## src/rtl/mem_access_unit.sv

```systemverilog
// Memory-stage access unit: issues loads/stores over a req/ack handshake, stalls upstream while busy,
// and presents registered results to MEM/WB on the falling edge. Optional abort timer: MEM_TIMEOUT_EN.
module mem_access_unit #(
    parameter int TIMEOUT = 15
) (
    input  logic        clk,
    input  logic        rst,
    input  logic        MemToReg_in,
    input  logic        MemRead_in,
    input  logic        MemWrite_in,
    input  logic        RegWrite_in,
    input  logic [31:0] alu_in,
    input  logic [31:0] RD3_in,
    input  logic [3:0]  RR3_in,
    output logic        mem_req,
    output logic        mem_we,
    output logic [31:0] mem_addr,
    output logic [31:0] mem_wdata,
    input  logic        mem_ack,
    input  logic [31:0] mem_rdata,
    output logic        stall,
    output logic        wb_valid,
    output logic        MemToReg_out,
    output logic        RegWrite_out,
    output logic [31:0] mem_data_out,
    output logic [31:0] alu_out,
    output logic [3:0]  RR3_out,
    output logic        err
);

    typedef enum logic [1:0] {IDLE, ACCESS, DONE} state_t;

    state_t      state_reg, state_next;
    logic        req_reg, req_next;
    logic        we_reg, we_next;
    logic [31:0] addr_reg, addr_next;
    logic [31:0] wdata_reg, wdata_next;
    logic        wb_valid_reg, wb_valid_next;
    logic        memtoreg_reg, memtoreg_next;
    logic        regwrite_reg, regwrite_next;
    logic [31:0] data_reg, data_next;
    logic [31:0] alu_reg, alu_next;
    logic [3:0]  rr3_reg, rr3_next;
    // Fields of the in-flight memory op, held until it retires.
    logic        memtoreg_hold_reg, memtoreg_hold_next;
    logic        regwrite_hold_reg, regwrite_hold_next;
    logic [31:0] alu_hold_reg, alu_hold_next;
    logic [3:0]  rr3_hold_reg, rr3_hold_next;
`ifdef MEM_TIMEOUT_EN
    logic [3:0]  wait_cnt_reg, wait_cnt_next;
    logic        err_reg, err_next;
`endif

    logic memop;
    assign memop = MemRead_in | MemWrite_in;

    always_comb begin
        state_next         = state_reg;
        req_next           = req_reg;
        we_next            = we_reg;
        addr_next          = addr_reg;
        wdata_next         = wdata_reg;
        wb_valid_next      = 1'b0;
        memtoreg_next      = memtoreg_reg;
        regwrite_next      = regwrite_reg;
        data_next          = data_reg;
        alu_next           = alu_reg;
        rr3_next           = rr3_reg;
        memtoreg_hold_next = memtoreg_hold_reg;
        regwrite_hold_next = regwrite_hold_reg;
        alu_hold_next      = alu_hold_reg;
        rr3_hold_next      = rr3_hold_reg;
`ifdef MEM_TIMEOUT_EN
        wait_cnt_next      = wait_cnt_reg;
        err_next           = err_reg;
`endif
        case (state_reg)
            IDLE: begin
                if (!memop) begin
                    memtoreg_next = MemToReg_in;
                    regwrite_next = RegWrite_in;
                    alu_next      = alu_in;
                    rr3_next      = RR3_in;
                    data_next     = 32'd0;
                    wb_valid_next = 1'b1;
                end else begin
                    addr_next          = alu_in;
                    wdata_next         = RD3_in;
                    we_next            = MemWrite_in;
                    memtoreg_hold_next = MemToReg_in;
                    regwrite_hold_next = RegWrite_in;
                    alu_hold_next      = alu_in;
                    rr3_hold_next      = RR3_in;
                    req_next           = 1'b1;
`ifdef MEM_TIMEOUT_EN
                    wait_cnt_next      = 4'd0;
`endif
                    state_next         = ACCESS;
                end
            end
            ACCESS: begin
                if (mem_ack) begin
                    req_next      = 1'b0;
                    wb_valid_next = 1'b1;
                    memtoreg_next = memtoreg_hold_reg;
                    regwrite_next = regwrite_hold_reg;
                    alu_next      = alu_hold_reg;
                    rr3_next      = rr3_hold_reg;
                    data_next     = we_reg ? 32'd0 : mem_rdata;
                    state_next    = DONE;
                end
`ifdef MEM_TIMEOUT_EN
                // Abort retires the op as a harmless no-writeback instruction.
                else if (({1'b0, wait_cnt_reg} + 5'd1) == 5'(TIMEOUT)) begin
                    req_next      = 1'b0;
                    wb_valid_next = 1'b1;
                    memtoreg_next = memtoreg_hold_reg;
                    regwrite_next = 1'b0;
                    alu_next      = alu_hold_reg;
                    rr3_next      = rr3_hold_reg;
                    data_next     = 32'd0;
                    err_next      = 1'b1;
                    state_next    = DONE;
                end else begin
                    wait_cnt_next = wait_cnt_reg + 4'd1;
                end
`endif
            end
            DONE: begin
                state_next = IDLE;
            end
            default: begin
                state_next = IDLE;
            end
        endcase
    end

    always_ff @(negedge clk or negedge rst) begin
        if (!rst) begin
            state_reg         <= IDLE;
            req_reg           <= 1'b0;
            we_reg            <= 1'b0;
            addr_reg          <= 32'd0;
            wdata_reg         <= 32'd0;
            wb_valid_reg      <= 1'b0;
            memtoreg_reg      <= 1'b0;
            regwrite_reg      <= 1'b0;
            data_reg          <= 32'd0;
            alu_reg           <= 32'd0;
            rr3_reg           <= 4'd0;
            memtoreg_hold_reg <= 1'b0;
            regwrite_hold_reg <= 1'b0;
            alu_hold_reg      <= 32'd0;
            rr3_hold_reg      <= 4'd0;
`ifdef MEM_TIMEOUT_EN
            wait_cnt_reg      <= 4'd0;
            err_reg           <= 1'b0;
`endif
        end else begin
            state_reg         <= state_next;
            req_reg           <= req_next;
            we_reg            <= we_next;
            addr_reg          <= addr_next;
            wdata_reg         <= wdata_next;
            wb_valid_reg      <= wb_valid_next;
            memtoreg_reg      <= memtoreg_next;
            regwrite_reg      <= regwrite_next;
            data_reg          <= data_next;
            alu_reg           <= alu_next;
            rr3_reg           <= rr3_next;
            memtoreg_hold_reg <= memtoreg_hold_next;
            regwrite_hold_reg <= regwrite_hold_next;
            alu_hold_reg      <= alu_hold_next;
            rr3_hold_reg      <= rr3_hold_next;
`ifdef MEM_TIMEOUT_EN
            wait_cnt_reg      <= wait_cnt_next;
            err_reg           <= err_next;
`endif
        end
    end

    // Stall drops in DONE so EX/MEM advances on the DONE->IDLE edge.
    assign stall        = ((state_reg == IDLE) && memop) || (state_reg == ACCESS);
    assign mem_req      = req_reg;
    assign mem_we       = we_reg;
    assign mem_addr     = addr_reg;
    assign mem_wdata    = wdata_reg;
    assign wb_valid     = wb_valid_reg;
    assign MemToReg_out = memtoreg_reg;
    assign RegWrite_out = regwrite_reg;
    assign mem_data_out = data_reg;
    assign alu_out      = alu_reg;
    assign RR3_out      = rr3_reg;
`ifdef MEM_TIMEOUT_EN
    assign err          = err_reg;
`else
    assign err          = 1'b0;
`endif

endmodule
```

## config.mk

```make
export PLATFORM = sky130hd
export DESIGN_NAME = mem_access_unit
export DESIGN_NICKNAME = d
export VERILOG_FILES = /design/src/rtl/mem_access_unit.sv
export SDC_FILE = /design/constraint.sdc
export NUM_CORES = 1
export LEC_CHECK = 0
export ABC_CLOCK_PERIOD_IN_PS = 2350
export CORE_ASPECT_RATIO = 1.5
export CORE_UTILIZATION = 45
export CTS_BUF_LIST = sky130_fd_sc_hd__clkbuf_2 sky130_fd_sc_hd__clkbuf_4 sky130_fd_sc_hd__clkbuf_8
export DETAILED_ROUTE_END_ITERATION = 10
export GPL_ROUTABILITY_DRIVEN = 0
export HOLD_SLACK_MARGIN = 0.15
export PLACE_DENSITY = 0.83
export SKIP_LAST_GASP = 1
export SYNTH_ARGS = -nofsm -noshare
export SYNTH_HDL_FRONTEND = slang
export SYNTH_SLANG_ARGS = --single-unit
```

## constraint.sdc

```tcl
create_clock -name clk -period 2.35 [get_ports clk]
set_clock_uncertainty 0.1 [all_clocks]
set_input_delay 0.5875 -clock clk [delete_from_list [all_inputs] [get_ports clk]]
set_output_delay 0.5875 -clock clk [all_outputs]
set_load 0.03 [all_outputs]
```

**Word-level counts from Yosys, hierarchy flattened**

Cells that the tools add are included.

- Equal/unequal tests: 4
- Muxes and demuxes: 25
- Bitwise operators: 1
- Reduce and logical (&&, ||, !) cells: 8

Operator list:

| operator | count |
|---|---|
| $mux W32 | 5 |
| $pmux W32 S2 | 2 |
| $mux W1 | 8 |
| $mux W4 | 2 |
| $pmux W1 S2 | 4 |
| $pmux W4 S2 | 1 |
| $ne A2 B2 Y1 const B | 3 |
| $reduce_and A3 Y1 | 2 |
| $mux W2 | 2 |
| $pmux W2 S2 | 1 |
| $reduce_and A2 Y1 | 2 |
| $eq A2 B1 Y1 const B | 1 |
| $logic_not A2 Y1 | 1 |
| $reduce_bool A2 Y1 | 1 |
| $logic_and A1 B1 Y1 | 1 |
| $logic_or A1 B1 Y1 | 1 |
| $or A1 B1 Y1 | 1 |

- Flip-flop bits (word level): 145

**Longest topological paths before layout**

Gate-level depths: netlist (run 1).

- Word-level depth: 3
- Gate-level depth with buffers: 5

==> results of run 1 <==
-- worst max-delay path: stages (launching register included) --
cell and delay, ns:
dfrtn_1 0.47, buf_4 0.14, nand2b_4 0.15, nand2_8 0.05, buf_6 0.13
-- cells by family (layout without fill, tap and decap cells) --
| kind of cell | count (synthesis) | in the layout | synth area share |
|---|---|---|---|
| DFF | 145 | 145 | 0.5999 |
| AOI/OAI and AO/OA | 5 | 5 | 0.005172 |
| other | 1 | 2 | 0.0006200 |
| and+or+nand+nor | 41 | 41 | 0.02793 |
| muxes | 178 | 178 | 0.3248 |
| buffers and inverters | 57 | 506 | 0.04158 |
-- path summary, 6_finish.rpt --
path	to	slack (ns)
worst max-delay path	stall	-0.84
worst max register to register	alu_out[4]	0.11
max in group asynchronous	alu_hold_reg[24]	0.62
min in group asynchronous	alu_out[5]	0.99
worst min register to register	rr3_hold_reg[1]	0.37
worst min-delay path	rr3_hold_reg[1]	0.37
-- metal layers --
metal | GRT usage | vias up | share of wire
li1 | - | 2309 | -
met1 | 0.3448 | 2768 | 0.36
met2 | 0.5815 | 274 | 0.55
met3 | 0.06428 | 67 | 0.045
met4 | 0.1210 | 0 | 0.040
met5 | 0 | - | 0
-- area by class of cell --
type                    instances  area (um2)
repair buffers                440        4517
inverters                      34       127.6
clock buffers                  20       262.8
multi-input cells             225        2665
well taps                     159       198.9
diodes                          1       2.502
flip-flops and latches        145        3628
fillers                       567        1516
clock inverters                12       98.84
-- placed cells by master, fill, tap and decap left out, types with 2 or more instances in the layout --
master,netlist,final
buf_4,2,157
buf_6,1,149
dfrtn_1,145,145
mux2_4,0,111
clkdlybuf4s50_1,0,76
mux2_2,146,35
nand2_1,34,33
inv_1,34,33
mux2i_1,32,31
dlygate4sd2_1,0,25
clkbuf_8,0,18
buf_12,0,17
buf_16,0,6
clkinvlp_4,0,5
inv_6,0,5
buf_8,0,5
nor2_4,0,2
o21ai_1,1,2
clkinv_4,0,2
clkbuf_4,0,2
clkbuf_16,0,2
-- stage by stage --
| stage | area [um2] | setup TNS, ns |
|---|---|---|
| floorplan | 6451 | -71.62 |
| global placement | 9365 | -161.38 |
| detailed placement | 9365 | -165.49 |
| CTS | 11090 | -109.42 |
| global route | 11500 | -118.16 |
| finish | 11500 | -112.09 |
-- report_power, final --
part,switching (W),total (W),internal [W]
registers,0.00111,0.00496,0.00385
clock network,0.00110,0.00190,0.000802
logic,0.00578,0.0129,0.00717
-- timing repair --
action                     in CTS  in global routing
buffers inserted               53                 51
resized for setup             231                 28
pin swaps                       4                  4
setup endpoints to repair     282                281
cloned                          9                  2
hold buffers                    0                  0
==> insert_results.sql, run 1 <==
INSERT INTO impl_metrics (metric_group, metric, value, unit) VALUES
('outcome', 'status', 'finished, violations left', ''),
('outcome', 'violated_checks', 'negative setup slack', ''),
('power_and_ir_drop', 'fin_total_pwr', '0.01980', 'W'),
('clocking', 'cts.sink_count', '145', ''),
('synth', 'post_synth.cell_area_avg', '14.16', 'um2'),
('synth', 'synth_common_cells', 'mux2_2, dfrtn_1, inv_1, nand2_1, mux2i_1', ''),
('clocking', 'h-tree-depth', '4', ''),
('floorplan', 'floorplan.io_pins', '246', ''),
('synth', 'post_synth_arst_share', '1.000', ''),
('synth', 'syn-num-nets', '534', ''),
('floorplan', 'initial_core_utilization', '0.4646', ''),
('critical_path', 'element_type_at_the_critical_path_start', 'flip-flop', ''),
('place', 'placement.io_buffers', '244', ''),
('routing', 'num_vias', '5418', ''),
('global_route', 'grt_antenna_before_repair', '1', ''),
('sta', 'setup_repair_after_global_routing_missed_its_margin', 'yes', ''),
('finish', 'final-instance-count-excl-fill', '1036', ''),
('power_and_ir_drop', 'cellLeakagePower', '5.819', 'nW'),
('worst_hold_path', 'hold_path.startpoint', 'rr3_hold_reg[1]', ''),
('global_route', 'grt_usage', '0.3109', ''),
('finish', 'post_route_cells_drive_above_1_share', '0.6016', ''),
('clocking', 'clock_latency', '0.40', 'ns'),
('global_route', 'first_global_vias', '5964', ''),
('routing', 'route.antenna.remaining_nets', '0', ''),
('synth', 'synth_top_cell_area_share', '0.5999', ''),
('finish', 'finish.net_count', '970', ''),
('critical_path', 'worstRegToRegCells', '9', ''),
('clocking', 'cts_made_buffers', '17', ''),
('critical_path', 'largest_fanout_on_the_critical_path', '2', ''),
('sta', 'timing_hold_violations_final', '0', ''),
('synth', 'synth.ff_latch_count', '145', ''),
('global_route', 'grt_overflow', '0', ''),
('floorplan', 'die_w', '96.66', 'um'),
('synth', 'synth_enable_flop_cells', '0', ''),
('synth', 'syn_area', '6048', 'um2'),
('worst_hold_path', 'timing.hold.worst.class', 'reg -> reg', ''),
('sta', 'hold_slack', '0.3697', 'ns'),
('synth', 'synthMostInstantiatedCell', 'mux2_2', ''),
('synth', 'synth_area_leaders', 'dfrtn_1, mux2_2, mux2i_1', ''),
('critical_path', 'reg2reg_from', 'state_reg[1]', ''),
('finish', 'syn2layout_area_growth', '90.15', '%'),
('critical_path', 'cp_data_arrival_time', '2.51', 'ns'),
('routing', 'detail_route.first_pass.iterations', '5', ''),
('worst_hold_path', 'hold_path_depth', '1', ''),
('routing', 'drt-wirelength-per-cell', '24.05', 'um'),
('routing', 'drt_iter0_drc', '210', ''),
('clocking', 'cts.reportedPaths.clkPinSlew', '0.06', 'ns'),
('finish', 'layout.core_utilization', '0.8835', ''),
('sta', 'finalMaxSlewViolations', '0', ''),
('floorplan', 'die-area', '13920', 'um2'),
('global_route', 'grt_first_pass_wirelength', '32.99', 'mm'),
('synth', 'netlist_instances', '427', ''),
('critical_path', 'crit_required', '1.66', 'ns'),
('job', 'cap_viol_max_count', '0', ''),
('clocking', 'cts_tree', 'yes', ''),
('synth', 'synth_cell_type_count', '20', ''),
('sta', 'fin_ws', '-0.8426', 'ns'),
('critical_path', 'critPathCaptureType', 'output port', ''),
('routing', 'drt-vias-per-instance', '5.230', ''),
('synth', 'synth-warning-count', '0', ''),
('place', 'placed_cells_incl_taps', '895', ''),
('critical_path', 'critical_path_start_end_classification', 'reg -> out', ''),
('clocking', 'cts-root-to-sink-buffers', '2', ''),
('sta', 'number_of_setup_violations_in_the_final_report', '281', ''),
('power_and_ir_drop', 'powerDensity', '1722', 'nW/um2'),
('floorplan', 'design.core.area', '13020', 'um2'),
('clocking', 'clock_tree.root_cell', 'clkbuf_8', ''),
('synth', 'synth-main-ff-cell', 'dfrtn_1', ''),
('power_and_ir_drop', 'ir_drop', '951.4', 'uV'),
('global_route', 'grt_max_degree', '41', ''),
('critical_path', 'timing.critical_path.from', 'state_reg[1]', ''),
('routing', 'remaining_design_rule_violation_count', '0', ''),
('routing', 'routed_wl', '24.92', 'mm'),
('floorplan', 'core.rowCount', '51', ''),
('floorplan', 'die_h', '144.0', 'um'),
('place', 'place_worst_setup_slack', '-1.144', 'ns'),
('place', 'detailed_place_hpwl', '11.91', 'mm'),
('synth', 'synthDominantAreaCellType', 'dfrtn_1', ''),
('synth', 'ys_seq_area_frac', '0.5999', '');
Note: power is estimated with default switching activity, not from simulation.
==> run 2, diff against run 1 <==
Settings changed: CTS_CLUSTER_SIZE set to 16, SETUP_SLACK_MARGIN set to 0.4.
==> insert_results.sql, run 2 (synthesis results as in run 1) <==
INSERT INTO impl_metrics (metric_group, metric, value, unit) VALUES
('critical_path', 'peak_per_stage_delay_on_the_critical_path', '0.51', 'ns'),
('critical_path', 'element_type_at_the_critical_path_start', 'flip-flop', ''),
('routing', 'drt-wirelength-per-cell', '23.12', 'um'),
('routing', 'drt-vias-per-instance', '5.151', ''),
('finish', 'layout.core_utilization', '0.9018', ''),
('critical_path', 'worstPathCellList', 'nor2_4 -> o21ai_4 -> buf_12 -> nand2_8 -> buf_12', ''),
('global_route', 'grt_usage', '0.3050', ''),
('worst_hold_path', 'timing.hold.worst.class', 'reg -> reg', ''),
('power_and_ir_drop', 'powerDensity', '1726', 'nW/um2'),
('critical_path', 'cp_data_arrival_time', '2.54', 'ns'),
('routing', 'drt_iter0_drc', '184', ''),
('power_and_ir_drop', 'clkPwrFrac', '0.102', ''),
('clocking', 'clock_tree.root_cell', 'clkbuf_8', ''),
('sta', 'hold_slack', '0.3673', 'ns'),
('clocking', 'cts.sink_count', '145', ''),
('clocking', 'clock_latency', '0.40', 'ns'),
('finish', 'layout_commonest_cell', 'buf_4', ''),
('floorplan', 'die-area', '13920', 'um2'),
('finish', 'layout.cells.most_common_list', 'buf_4, buf_6, dfrtn_1, mux2_4, clkdlybuf4s50_1', ''),
('outcome', 'violated_checks', 'negative setup slack', ''),
('clocking', 'cts_made_buffers', '17', ''),
('outcome', 'status', 'finished, violations left', ''),
('sta', 'sum_of_negative_setup_slack', '-122.03', 'ns'),
('floorplan', 'initial_core_utilization', '0.4646', ''),
('clocking', 'h-tree-depth', '4', ''),
('critical_path', 'critPathCaptureType', 'output port', ''),
('sta', 'number_of_setup_violations_in_the_final_report', '281', ''),
('power_and_ir_drop', 'power.share.combinational', '0.654', ''),
('finish', 'finish.net_count', '985', ''),
('floorplan', 'floorplan.io_pins', '246', ''),
('global_route', 'grt_overflow', '0', ''),
('power_and_ir_drop', 'cellLeakagePower', '5.884', 'nW'),
('finish', 'syn2layout_area_growth', '94.08', '%'),
('floorplan', 'die_w', '96.66', 'um'),
('sta', 'fin_ws', '-0.8731', 'ns'),
('power_and_ir_drop', 'ir_drop', '1010', 'uV'),
('routing', 'routed_wl', '24.28', 'mm'),
('finish', 'finalInstanceArea', '11740', 'um2'),
('routing', 'detail_route.first_pass.iterations', '4', ''),
('place', 'placement.io_buffers', '244', ''),
('critical_path', 'critical_path.most_common_cell', 'buf_12', ''),
('power_and_ir_drop', 'switching_share', '0.3926', ''),
('routing', 'route.antenna.remaining_nets', '0', ''),
('clocking', 'cts.hold.buffers_added', '0', ''),
('power_and_ir_drop', 'share_seq_of_total_power', '0.244', ''),
('clocking', 'cts-root-to-sink-buffers', '2', ''),
('clocking', 'cts_tree', 'yes', ''),
('global_route', 'grt_antenna_before_repair', '0', ''),
('global_route', 'grt_first_pass_wirelength', '32.22', 'mm'),
('power_and_ir_drop', 'netSwitchingPower', '0.007952', 'W'),
('critical_path', 'critical_path_start_end_classification', 'reg -> out', ''),
('finish', 'insertedDiodeCount', '0', ''),
('floorplan', 'core.rowCount', '51', ''),
('clocking', 'cts.reportedPaths.clkPinSlew', '0.06', 'ns'),
('critical_path', 'crit_slowest_cell', 'dfrtn_1', ''),
('routing', 'remaining_design_rule_violation_count', '0', ''),
('finish', 'post_route_cells_drive_above_1_share', '0.6094', ''),
('sta', 'setup_repair_after_global_routing_missed_its_margin', 'yes', ''),
('sta', 'timing_hold_violations_final', '0', ''),
('floorplan', 'die_h', '144.0', 'um'),
('routing', 'num_vias', '5409', ''),
('place', 'detailed_place.area', '9340', 'um2'),
('critical_path', 'largest_fanout_on_the_critical_path', '3', ''),
('sta', 'finalMaxSlewViolations', '0', ''),
('floorplan', 'design.core.area', '13020', 'um2'),
('power_and_ir_drop', 'internal_power', '0.01230', 'W'),
('critical_path', 'crit_required', '1.66', 'ns'),
('global_route', 'first_global_vias', '5889', ''),
('job', 'cap_viol_max_count', '0', ''),
('global_route', 'grt_max_degree', '51', ''),
('place', 'detailed_place_hpwl', '11.66', 'mm');
[run 2: cell count changes in the layout (fill, tap and decap cells not counted), moves of 3 or more]
cell             before  now
clkdlybuf4s50_1      76  102
dlygate4sd2_1        25    0
buf_6               149  159
buf_8                 5    9
mux2_2               35   39
mux2_4              111  107
buf_16                6    9
buf_4               157  160
[run 2: critical path: cells and delay by family (launching register included)]
| kind | cells | cell delay [ns] |
|---|---|---|
| buf+inv | 2 | 0.26 |
| simple gates | 2 | 0.11 |
| flops | 1 | 0.51 |
| compound gates | 1 | 0.08 |
[run 2: power by group through the flow]
stage	Combinational, W	Sequential (W)	Clock (W)
6_report	0.0132	0.00494	0.00207
5_1_grt	0.0137	0.00503	0.00218
4_1_cts	0.0119	0.00477	0.00205
3_5_place_dp	0.00951	0.00459	0
3_3_place_gp	0.00928	0.00455	0
2_1_floorplan	0.00342	0.00687	0
[run 2: cell type report]
cell class              count  area [um2]
inverters                  34       127.6
well taps                 159       198.9
multi-input cells         225        2651
flip-flops and latches    145        3628
clock buffers              21       276.5
fillers                   486        1279
clock inverters            11       127.6
repair buffers            455        4728
[run 2: stage by stage]
step	power (W)	setup slack [ns]	cells
floorplan	0.01029	-0.5079	427
finish	0.02026	-0.8731	1050
CTS	0.01876	-0.8544	994
global route	0.02090	-0.9073	1050
global placement	0.01383	-1.151	891
detailed placement	0.01410	-1.208	891
[run 2: path summary, 6_finish.rpt]
check	cells after the start	end	slack, ns	from
setup / recovery	5	stall	-0.87	state_reg[1]
hold / removal	1	rr3_hold_reg[1]	0.37	rr3_hold_reg[1]
setup reg to reg	11	RegWrite_out	0	state_reg[1]
hold reg to reg	1	rr3_hold_reg[1]	0.37	rr3_hold_reg[1]
max in group asynchronous	2	mem_data_out[27]	0.65	rst
min in group asynchronous	1	rr3_hold_reg[0]	0.96	rst
[run 2: timing repair]
item,4_1_cts,5_1_grt
resized for setup,217,25
setup endpoints to repair,283,282
pin swaps,5,3
buffers inserted,61,56
gates cloned,10,0
[run 2: routing by layer]
layer	share of wire	track usage	wire, um
met1	0.34	0.3092	8210
met4	0.041	0.1351	1001
met5	0	0	0
met3	0.056	0.08217	1360
met2	0.56	0.5819	13710
